File: config.mk
export PLATFORM = sky130hd
export DESIGN_NAME = mvm_lif_array
export DESIGN_NICKNAME = d
export VERILOG_FILES = /design/src/rtl/mvm_pkg.sv /design/src/rtl/lif_update.sv /design/src/rtl/mvm_lif_array.sv
export SDC_FILE = /design/constraint.sdc
export NUM_CORES = 1
export LEC_CHECK = 0
export ABC_AREA = 1
export CAP_MARGIN = 15
export CORE_UTILIZATION = 50
export DETAILED_ROUTE_END_ITERATION = 10
export GPL_TIMING_DRIVEN = 0
export PLACE_DENSITY = 0.67
export SLEW_MARGIN = 15
export SYNTH_ARGS = -nofsm -noshare
export SYNTH_HDL_FRONTEND = slang
export SYNTH_HIERARCHICAL = 1
export SYNTH_SLANG_ARGS = --single-unit
File: constraint.sdc
create_clock -name clk -period 5.7 [get_ports clk]
set_input_delay 1.14 -clock clk [delete_from_list [all_inputs] [get_ports clk]]
set_output_delay 1.14 -clock clk [all_outputs]
set_load 0.1 [all_outputs]
File: src/rtl/mvm_pkg.sv
// Shared types and arithmetic helpers for the sparsity-aware spiking layer.
package mvm_pkg;

  typedef enum logic [1:0] {
    IDLE   = 2'd0,
    ACCUM  = 2'd1,
    UPDATE = 2'd2,
    OUTPUT = 2'd3
  } state_t;

  // Signed add clamped to the range of a w-bit two's-complement value.
  function automatic logic signed [31:0] sat_add(input logic signed [31:0] a,
                                                 input logic signed [31:0] b,
                                                 input int unsigned w);
    logic signed [32:0] sum;
    logic signed [32:0] hi;
    logic signed [32:0] lo;
    sum = {a[31], a} + {b[31], b};
    hi  = (33'sd1 <<< (w - 32'd1)) - 33'sd1;
    lo  = -(33'sd1 <<< (w - 32'd1));
    if (sum > hi) begin
      return 32'(hi);
    end else if (sum < lo) begin
      return 32'(lo);
    end else begin
      return 32'(sum);
    end
  endfunction

  function automatic int unsigned lsb_index(input logic [31:0] vec);
    int unsigned idx;
    idx = 32'd0;
    for (int i = 31; i >= 0; i--) begin
      if (vec[i]) begin
        idx = 32'(i);
      end else begin
        idx = idx;
      end
    end
    return idx;
  endfunction

endpackage

File: src/rtl/lif_update.sv
// One leaky-integrate-and-fire neuron: leak, saturate, threshold, reset.
// Refractory counter is present only when REFRACTORY_EN is defined.
module lif_update
  import mvm_pkg::*;
#(
  parameter int V_W          = 8,
  parameter int ACC_W        = 10,
  parameter int THRESH       = 64,
  parameter int LEAK_SHIFT   = 1,
  parameter int REFRAC_STEPS = 2
) (
  input  logic                    clk,
  input  logic                    rst,
  input  logic                    en,
  input  logic signed [ACC_W-1:0] acc,
  output logic signed [V_W-1:0]   v,
  output logic                    spike
);

  logic signed [V_W-1:0] v_r;
  logic                  spike_r;
  logic signed [31:0]    v_ext_s;
  logic signed [31:0]    leaked_s;
  logic signed [31:0]    sum_s;
  logic signed [V_W-1:0] v_new_s;
  logic                  fire_s;

  // The leak is subtracted before saturation so only the final sum clamps.
  always_comb begin
    v_ext_s  = 32'(v_r);
    leaked_s = v_ext_s - (v_ext_s >>> LEAK_SHIFT);
    sum_s    = sat_add(leaked_s, 32'(acc), V_W);
    v_new_s  = V_W'(sum_s);
    fire_s   = (sum_s >= THRESH);
  end

`ifdef REFRACTORY_EN
  localparam int RC_W = $clog2(REFRAC_STEPS + 1);
  logic [RC_W-1:0] rc_r;

  // Membrane update with refractory hold after a spike.
  always_ff @(posedge clk) begin
    if (rst) begin
      v_r     <= {V_W{1'b0}};
      spike_r <= 1'b0;
      rc_r    <= {RC_W{1'b0}};
    end else if (en) begin
      if (rc_r != {RC_W{1'b0}}) begin
        v_r     <= {V_W{1'b0}};
        spike_r <= 1'b0;
        rc_r    <= rc_r - {{(RC_W-1){1'b0}}, 1'b1};
      end else if (fire_s) begin
        v_r     <= {V_W{1'b0}};
        spike_r <= 1'b1;
        rc_r    <= RC_W'(REFRAC_STEPS);
      end else begin
        v_r     <= v_new_s;
        spike_r <= 1'b0;
      end
    end
  end
`else
  // Membrane update; the neuron may fire on any timestep.
  always_ff @(posedge clk) begin
    if (rst) begin
      v_r     <= {V_W{1'b0}};
      spike_r <= 1'b0;
    end else if (en) begin
      if (fire_s) begin
        v_r     <= {V_W{1'b0}};
        spike_r <= 1'b1;
      end else begin
        v_r     <= v_new_s;
        spike_r <= 1'b0;
      end
    end
  end
`endif

  assign v     = v_r;
  assign spike = spike_r;

endmodule

File: src/rtl/mvm_lif_array.sv
// Sparsity-aware N_IN x N_OUT spiking layer: accumulates one set input row per
// cycle, then leaks/fires all neurons. Optional refractory via REFRACTORY_EN.
module mvm_lif_array
  import mvm_pkg::*;
#(
  parameter int N_IN         = 8,
  parameter int N_OUT        = 4,
  parameter int W_W          = 4,
  parameter int V_W          = 8,
  parameter int THRESH       = 64,
  parameter int LEAK_SHIFT   = 1,
  parameter int REFRAC_STEPS = 2
) (
  input  logic                             clk,
  input  logic                             rst,
  input  logic                             in_valid,
  output logic                             in_ready,
  input  logic [N_IN-1:0]                  in_spikes,
  input  logic                             w_we,
  input  logic [$clog2(N_IN*N_OUT)-1:0]    w_addr,
  input  logic signed [W_W-1:0]            w_data,
  output logic                             out_valid,
  output logic [N_OUT-1:0]                 out_spikes,
  output logic [N_OUT*V_W-1:0]             out_vmem,
  output logic                             busy
);

  localparam int N_W    = N_IN * N_OUT;
  localparam int ADDR_W = $clog2(N_W);
  localparam int ROW_W  = $clog2(N_IN);
  localparam int ACC_W  = V_W + 2;

  logic signed [W_W-1:0]   w_r [N_W];
  state_t                  state_r;
  state_t                  state_s;
  logic [N_IN-1:0]         mask_r;
  logic [N_IN-1:0]         mask_s;
  logic signed [ACC_W-1:0] acc_r [N_OUT];
  logic signed [ACC_W-1:0] acc_s [N_OUT];
  logic [ROW_W-1:0]        row_s;
  logic                    in_ready_r;
  logic                    busy_r;
  logic                    out_valid_r;
  logic                    w_ok_s;
  logic                    upd_s;

  // Next-state, mask consumption and row accumulation.
  always_comb begin
    state_s = state_r;
    mask_s  = mask_r;
    acc_s   = acc_r;
    row_s   = ROW_W'(lsb_index(32'(mask_r)));
    case (state_r)
      IDLE: begin
        if (in_valid) begin
          mask_s = in_spikes;
          for (int j = 0; j < N_OUT; j++) begin
            acc_s[j] = {ACC_W{1'b0}};
          end
          state_s = (in_spikes != {N_IN{1'b0}}) ? ACCUM : UPDATE;
        end else begin
          state_s = IDLE;
        end
      end
      ACCUM: begin
        for (int j = 0; j < N_OUT; j++) begin
          acc_s[j] = acc_r[j] + ACC_W'(w_r[ADDR_W'(int'(row_s) * N_OUT + j)]);
        end
        mask_s[row_s] = 1'b0;
        state_s = (mask_s == {N_IN{1'b0}}) ? UPDATE : ACCUM;
      end
      UPDATE:  state_s = OUTPUT;
      OUTPUT:  state_s = IDLE;
      default: state_s = IDLE;
    endcase
  end

  // Control state and registered handshake/status outputs.
  always_ff @(posedge clk) begin
    if (rst) begin
      state_r     <= IDLE;
      mask_r      <= {N_IN{1'b0}};
      acc_r       <= '{default: {ACC_W{1'b0}}};
      in_ready_r  <= 1'b1;
      busy_r      <= 1'b0;
      out_valid_r <= 1'b0;
    end else begin
      state_r     <= state_s;
      mask_r      <= mask_s;
      acc_r       <= acc_s;
      in_ready_r  <= (state_s == IDLE);
      busy_r      <= (state_s != IDLE);
      out_valid_r <= (state_s == OUTPUT);
    end
  end

  // Weight writes only land in IDLE, so a coincident accept sees the new value.
  always_comb begin
    w_ok_s = w_we && (state_r == IDLE) && ({1'b0, w_addr} < (ADDR_W + 1)'(N_W));
    upd_s  = (state_r == UPDATE);
  end

  // Weight matrix storage.
  always_ff @(posedge clk) begin
    if (rst) begin
      w_r <= '{default: {W_W{1'b0}}};
    end else if (w_ok_s) begin
      w_r[w_addr] <= w_data;
    end
  end

  for (genvar j = 0; j < N_OUT; j++) begin : g_neuron
    lif_update #(
      .V_W         (V_W),
      .ACC_W       (ACC_W),
      .THRESH      (THRESH),
      .LEAK_SHIFT  (LEAK_SHIFT),
      .REFRAC_STEPS(REFRAC_STEPS)
    ) u_lif (
      .clk  (clk),
      .rst  (rst),
      .en   (upd_s),
      .acc  (acc_r[j]),
      .v    (out_vmem[j*V_W +: V_W]),
      .spike(out_spikes[j])
    );
  end

  assign in_ready  = in_ready_r;
  assign busy      = busy_r;
  assign out_valid = out_valid_r;

endmodule

==> impl_metrics.tcl, run 1 <==
set metrics [dict create \
    synthArstFlopShare_pct 0 \
    end_kind "flop" \
    path_delay_family "simple AND/OR/NAND/NOR gates" \
    overflow 0 \
    drv_cap 0 \
    finalMaxSlewViolations 0 \
    synthMuxAreaShare_pct 0 \
    wl_met3_um 2530 \
    slowest_delay_ns 0.39 \
    synth-edff-count 0 \
    tns_ns 0 \
    min_path_type "flop to flop" \
    grt_pass1_vias 13600 \
    die-height_um 178 \
    yosysSeqAreaShare_pct 28.2 \
    portBuffers 58 \
    maxSlewHeadroom_pct 27.3 \
    startpoint_type "flop" \
    dr.pass1.iters 6 \
    drc 0 \
    synthAdderAreaFrac_pct 12.9 \
    core_area_um2 30000 \
    tritoncts "done" \
    hp-start "w_r[47]" \
    cts_hold_buf 0 \
    die_area_um2 31500 \
    grtUsageTotal_pct 26.7 \
    synthSimpleGateAreaFrac_pct 30.7 \
    cp_common_cell "nand2_1" \
    root_buffer "clkbuf_16" \
    routed_wl_um 41500 \
    rsz0062_at_grt "false" \
    setup_violations 0 \
    period_share_pct 70.5 \
    via_per_inst 5.30 \
    drt-initial-drc-count 1136 \
    cts_buffer_depth 3 \
    grt_pass1_wl_um 67600 \
    drive_gt1_share_pct 10.3 \
    status "finished clean" \
    detail-route-antenna-nets 0 \
    synthXorXnorAreaFrac_pct 2.31 \
    vias 14500 \
    start_util_pct 51.5 \
    critPathRequiredTime_ns 6.11 \
    netlist.area_leader.share_pct 28.2 \
    top_layer "met4" \
    ys_warn_count 6 \
    routabilityCongestion 0.915 \
    antenna_found_initial 0 \
    insertion_delay_ns 0.56 \
    finClkSkew_ns 0.0206 \
    dr_wl_met2_um 18700 \
    dpl.hpwl_um 31400 \
    critPathMaxFanout 10 \
    cts_resized 0 \
    synth_cells 2249 \
    wl_per_cell_um 15.1 \
    syn_area_um2 15400 \
    clock-sinks 217 \
    clk_pin_slew_ns 0.06 \
    r2r_start "mask_r[6]" \
    min_period_ns 4.02 \
    cp-startpoint "mask_r[6]" \
    crit_type "flop to flop" \
    ys_ff_latch 217 \
    syn2layout_area_growth_pct 12.6 \
    synth.avg_cell_area_um2 6.85 \
    die_w_um 178 \
    synth_compound_area_share_pct 15.6 \
    synth_top_family_by_area "simple AND/OR/NAND/NOR gates" \
    ys.flop_type "dfxtp_1" \
    cts_buffers 26 \
    finalNetCount 2496 \
    synth_area_leader_cell "dfxtp_1" \
    cp.arrival_ns 4.43 \
    hold_viol_final 0 \
    synth_fp_nets 2410 \
    yosysUniqueCellTypes 45 \
    rows 63 \
    synth_area_leaders "dfxtp_1, nand2_1, ha_1" \
    worst_pin_slew_ns 1.09 \
    cp.buffers_inverters 6 \
    pin_count 60 \
    critPathSlowestCell "dfxtp_1" \
    timing.fmax_mhz 249 \
    post-cts-setup-buffer-count 0 \
    grt_max_degree 15 \
    htree_num_levels 1 \
    wl_met1_um 18900 \
]
## per-layer routing
layer,vias up,GRT usage [%]
li1,7357,-
met1,6654,35.5
met2,434,44.7
met3,81,3.02
met4,0,9.22
met5,-,0
## worst reg2reg max path: cells and delay by family, from the launching register on
family          cells  cell delay (ns)
buf+inv             6             0.69
compound gates      8             1.02
flops               1             0.39
fa+ha+maj           2             0.55
simple gates       14             1.25
## final timing paths
kind	slack, ns	cells past startpoint	to
setup / recovery	1.68	30	acc_r[28]
hold reg to reg	0.45	2	w_r[47]
hold / removal	0.45	2	w_r[47]
setup reg to reg	1.68	30	acc_r[28]
## synth_stat cells, types with 4 or more instances
| master | instances |
|---|---|
| nand3b_2 | 4 |
| nand4_1 | 15 |
| a31oi_1 | 4 |
| clkinv_1 | 4 |
| nand3_2 | 30 |
| buf_1 | 17 |
| dfxtp_1 | 217 |
| o21ai_0 | 189 |
| ha_1 | 108 |
| nand2_2 | 42 |
| xnor2_1 | 4 |
| a21oi_2 | 36 |
| o221ai_1 | 5 |
| buf_2 | 15 |
| inv_1 | 319 |
| or2_2 | 21 |
| o22ai_1 | 17 |
| nor3_1 | 15 |
| nor2_2 | 7 |
| nand3_4 | 4 |
| inv_2 | 7 |
| xor2_1 | 24 |
| o21bai_1 | 12 |
| a21oi_1 | 142 |
| nand3_1 | 88 |
| nor2_1 | 350 |
| nor2_4 | 6 |
| xor2_4 | 4 |
| clkbuf_1 | 29 |
| or2_1 | 5 |
| nand2_4 | 10 |
| buf_6 | 7 |
| nand2_1 | 426 |
| nand2_8 | 4 |
| nand3b_1 | 4 |
| a32o_1 | 12 |
| fa_1 | 32 |
## layout make-up
class	instances	area [um2]
fillers	2966	12600
multi-input cells	1631	9490
flip-flops and latches	217	4340
inverters	331	1240
clock buffers	32	723
repair buffers	58	581
well taps	390	488
plain buffers	70	342
clock inverters	10	150
diodes	1	2.50
## registers in the layout, indices dropped and copies added (netlist names)
name,count
w_r,128
g_neuron.u_lif/v,32
acc_r,40
out_valid,1
g_neuron.u_lif/spike,4
busy,1
state_r,2
in_ready,1
mask_r,8
## cell families (layout without fill, tap and decap cells)
logic type | count (synthesis) | in the layout
simple gates | 1035 | 1035
compound gates | 424 | 424
buf+inv | 401 | 501
flops | 217 | 217
fa+ha+maj | 140 | 140
xor+xnor | 32 | 32
other cells | 0 | 1
## placed cells by master, fill, tap and decap left out, types with 21 or more instances in the layout
master | netlist | routed
dfxtp_1 | 217 | 217
fa_1 | 32 | 32
clkbuf_16 | 0 | 26
nand2_2 | 42 | 42
or2_2 | 21 | 21
inv_1 | 319 | 319
xor2_1 | 24 | 24
nand3_1 | 88 | 88
clkbuf_1 | 29 | 30
nand2_1 | 426 | 426
ha_1 | 108 | 108
o21ai_0 | 189 | 189
nor2_1 | 350 | 350
nand3_2 | 30 | 30
a21oi_1 | 142 | 142
a21oi_2 | 36 | 36
clkdlybuf4s50_1 | 0 | 58
## metrics by stage
step / worst slack, ns / util [%] / hold WS, ns / instance area (um2) / instances
global placement: 1.81 / 55.0 / 0.441 / 16500 / 2697
CTS: 1.75 / 57.9 / 0.454 / 17400 / 2739
detailed placement: 1.78 / 55.0 / 0.445 / 16500 / 2697
floorplan: 1.71 / - / 0.430 / 15400 / 2249
global route: 1.29 / 57.9 / 0.474 / 17400 / 2739
finish: 1.68 / 58.0 / 0.454 / 17400 / 2740
Power of run 1 is left out: the tool's default activity adds up to more than one toggle a clock period on the data nets, which glitch-free logic cannot reach.
==> run 2: changes to the inputs <==
- clock period: 5.7 -> 3.8 ns (I/O delays scaled with it)
==> impl_metrics.tcl, run 2 (synthesis gave the netlist of run 1 again) <==
set metrics [dict create \
    hold_viol_final 0 \
    crit_type "flop to flop" \
    largest_register_ffs 128 \
    clock-sinks 217 \
    setup_violations 0 \
    grt_pass1_vias 13700 \
    finalMaxSlewViolations 0 \
    status "finished clean" \
    worst_pin_slew_ns 1.04 \
    syn2layout_area_growth_pct 16.2 \
    drt-initial-drc-count 1248 \
    grt_util_met3_pct 3.36 \
    overflow 0 \
    tritoncts "done" \
    die-height_um 178 \
    rsz0062_at_grt "true" \
    critPathRequiredTime_ns 4.19 \
    final_cell_mix "nand2_1, nor2_1, inv_1, dfxtp_1, o21ai_0" \
    cp.buffers_inverters 6 \
    startpoint_type "flop" \
    start_util_pct 51.5 \
    met2_usage_pct 44.3 \
    drv_cap 0 \
    path_delay_family "compound AO/OA/AOI/OAI gates" \
    finalNetCount 2511 \
    via_per_inst 5.33 \
    min_period_ns 3.64 \
    dpl.hpwl_um 31500 \
    grtUsageTotal_pct 26.7 \
    slowest_delay_ns 0.34 \
    cts_hold_buf 0 \
    grt_pass1_wl_um 67600 \
    final_common_cell "nand2_1" \
    die_w_um 178 \
    critPathMaxFanout 6 \
    cts_buffer_depth 3 \
    cp_common_cell "nand2_1" \
    routabilityCongestion 0.908 \
    detail-route-antenna-nets 0 \
    cts_buffers 26 \
    period_share_pct 95.8 \
    min_path_type "flop to flop" \
    core_area_um2 30000 \
    maxSlewHeadroom_pct 30.6 \
    routed_wl_um 42300 \
    regMostFlops "w_r" \
    top_usage_layer "met2" \
    root_buffer "clkbuf_16" \
    end_kind "flop" \
    vias 14700 \
    insertion_delay_ns 0.56 \
    grt_max_degree 15 \
    holdWs_ns 0.453 \
    wl_per_cell_um 15.3 \
    dr.pass1.iters 6 \
    antenna_found_initial 1 \
    drive_gt1_share_pct 14.2 \
    htree_num_levels 1 \
    drc 0 \
    grtUsageMet1_pct 35.6 \
    die_area_um2 31500 \
    critPathSlowestCell "dfxtp_2" \
    pin_count 60 \
    rows 63 \
    portBuffers 58 \
    finClkSkew_ns 0.0310 \
    timing.fmax_mhz 275 \
    clk_pin_slew_ns 0.06 \
    cp.arrival_ns 4.04 \
]
[run 2: cell types whose count changed in the layout (fill, tap and decap cells not counted), sizes merged]
cell      previous run  this run
nand2              482       483
inv                327       326
clkinv              11        10
bufinv               3         5
clkbuf              61        66
buf                 41        52
clkinvlp             0         3
diode                1         3
[run 2: worst paths after layout]
path | start | end | slack (ns) | cells past startpoint
max | mask_r[6] | acc_r[8] | 0.16 | 30
min | w_r[3] | w_r[3] | 0.45 | 2
max reg2reg | mask_r[6] | acc_r[8] | 0.16 | 30
min reg2reg | w_r[3] | w_r[3] | 0.45 | 2
[run 2: cell type report]
| type | count | area, um2 |
|---|---|---|
| Antenna cell | 3 | 7.51 |
| Buffer | 68 | 389 |
| Clock buffer | 34 | 741 |
| Clock inverter | 13 | 226 |
| Fill cell | 2865 | 12000 |
| Inverter | 331 | 1250 |
| Multi-Input combinational cell | 1632 | 9670 |
| Sequential cell | 217 | 4390 |
| Tap cell | 390 | 488 |
| Timing Repair Buffer | 74 | 736 |
[run 2: timing repair]
item                                   in CTS  in global routing
resized for setup                          12                 80
setup endpoints to repair                   4                 43
gates cloned                                0                  3
pin swaps                                   3                 21
endpoints found under the hold margin       0                  0
setup buffers                               2                 12
[run 2: layer usage]
metal / vias up / part of all wire (%)
li1: 7413 / -
met1: 6764 / 45
met2: 447 / 46
met3: 95 / 6.3
met4: 2 / 3.2
met5: - / 0.031
[run 2: worst reg2reg max path: cells and delay by family, from the launching register on]
family,cells,cell delay [ns]
AND/OR/NAND/NOR,13,1.02
flip-flops,1,0.34
AO/OA/AOI/OAI,9,1.16
adder cells (fa/ha/maj),2,0.46
buffers and inverters,6,0.51
[run 2: metrics by stage]
step / util (%) / setup slack, ns / cells / cell area (um2) / TNS, ns
floorplan: - / 0.00440 / 2249 / 15500 / 0
global placement: 55.2 / -0.0841 / 2697 / 16500 / -0.0926
detailed placement: 55.2 / -0.111 / 2697 / 16500 / -0.167
CTS: 58.5 / 0.0152 / 2745 / 17500 / 0
global route: 59.8 / -0.0724 / 2759 / 17900 / -0.109
finish: 59.8 / 0.159 / 2762 / 17900 / 0
Power of run 2 is left out for the same reason.
==> run 3: changes to the inputs <==
- CELL_PAD_IN_SITES_DETAIL_PLACEMENT: default -> 0
- CELL_PAD_IN_SITES_GLOBAL_PLACEMENT: default -> 1
- CORE_UTILIZATION: 50 -> 45
- PLACE_DENSITY: 0.67 -> default
- PLACE_DENSITY_LB_ADDON: default -> 0.1
==> impl_metrics.tcl, run 3 (synthesis gave the netlist of run 1 again) <==
set metrics [dict create \
    htree_num_levels 1 \
    grt_max_degree 15 \
    slowest_delay_ns 0.36 \
    min_path_type "flop to flop" \
    antennaDiodeCount 0 \
    portBuffers 58 \
    largest_register_ffs 128 \
    rows 67 \
    routabilityCongestion 0.888 \
    cp.arrival_ns 3.98 \
    critPathMaxFanout 10 \
    timing.fmax_mhz 279 \
    grtUsageTotal_pct 24.8 \
    cp-startpoint "mask_r[6]" \
    syn2layout_area_growth_pct 16.3 \
    hp-start "w_r[11]" \
    dp_cells 2755 \
    die_area_um2 35000 \
    r2r_start "mask_r[6]" \
    root_buffer "clkbuf_16" \
    period_share_pct 94.5 \
    finalNetCount 2507 \
    startpoint_type "flop" \
    cts_hold_buf 0 \
    cts_buffers 28 \
    drt-initial-drc-count 984 \
    grt_pass1_wl_um 70300 \
    setup_violations 0 \
    insertion_delay_ns 0.56 \
    drive_gt1_share_pct 13.9 \
    maxSlewHeadroom_pct 31.3 \
    pin_count 60 \
    routed_wl_um 44000 \
    dpl.hpwl_um 33100 \
    regMostFlops "w_r" \
    vias 14400 \
    final_cell_mix "nand2_1, nor2_1, inv_1, o21ai_0, dfxtp_1" \
    min_period_ns 3.59 \
    via_per_inst 5.11 \
    clk_pin_slew_ns 0.06 \
    fin_cells 2816 \
    wl_per_cell_um 15.6 \
    critPathSlowestCell "dfxtp_2" \
    hold_viol_final 0 \
    detail-route-antenna-nets 0 \
    finalMaxSlewViolations 0 \
    grt_pass1_vias 13500 \
    clock-sinks 217 \
    cp_common_cell "nand2_1" \
    tritoncts "done" \
    fin_util_pct 53.3 \
    status "finished clean" \
    die-height_um 187 \
    die_w_um 187 \
    start_util_pct 45.9 \
    finClkSkew_ns 0.0252 \
    dr.pass1.iters 5 \
    overflow 0 \
    final_common_cell "nand2_1" \
    rsz0062_at_grt "true" \
    core_area_um2 33600 \
    crit_type "flop to flop" \
    end_kind "flop" \
    cts_buffer_depth 3 \
    drc 0 \
    critPathRequiredTime_ns 4.19 \
    drv_cap 0 \
    worst_pin_slew_ns 1.03 \
    antenna_found_initial 0 \
]
run 3: path summary, 6_finish.rpt:
path                                  to  slack [ns]  cells past startpoint
worst min-delay path             w_r[11]        0.46                      2
worst min register to register   w_r[11]        0.46                      2
worst max-delay path            acc_r[8]        0.21                     30
worst max register to register  acc_r[8]        0.21                     30
run 3: area by class of cell:
type	count	area [um2]
fill	3312	15700
multi-input combinational	1631	9670
sequential	217	4390
inverter	331	1250
clock buffer	41	830
timing repair buffer	70	701
tap	448	561
buffer	67	377
clock inverter	11	150
run 3: layer usage:
metal / global-route usage (%) / routed length [um] / share of wire, %
met3: 2.48 / 2060 / 4.7
met4: 8.20 / 1430 / 3.2
met1: 34.6 / 21100 / 48
met5: 0 / 0 / 0
met2: 40.0 / 19500 / 44
run 3: what timing repair did:
action	in CTS	in global routing
endpoints found under the hold margin	0	0
setup buffers	0	11
pin swaps	0	10
endpoints found under the setup margin	3	44
resized for setup	13	67
gates cloned	0	1
run 3: worst max-delay path, delay by kind of cell, from the launching register on:
| kind | cells | cell delay (ns) |
|---|---|---|
| compound gates | 9 | 1.09 |
| simple gates | 13 | 0.97 |
| buf+inv | 6 | 0.52 |
| fa+ha+maj | 2 | 0.47 |
| flops | 1 | 0.36 |
run 3: through the flow:
stage,TNS [ns],hold slack [ns],cell area [um2],setup WS [ns]
2_1_floorplan,0,0.430,15500,0.00440
3_3_place_gp,-0.168,0.443,16600,-0.128
3_5_place_dp,-0.245,0.449,16600,-0.158
4_1_cts,0,0.457,17600,0.0111
5_1_grt,-0.101,0.484,17900,-0.0668
6_report,0,0.457,17900,0.210
Power of run 3 is left out for the same reason.
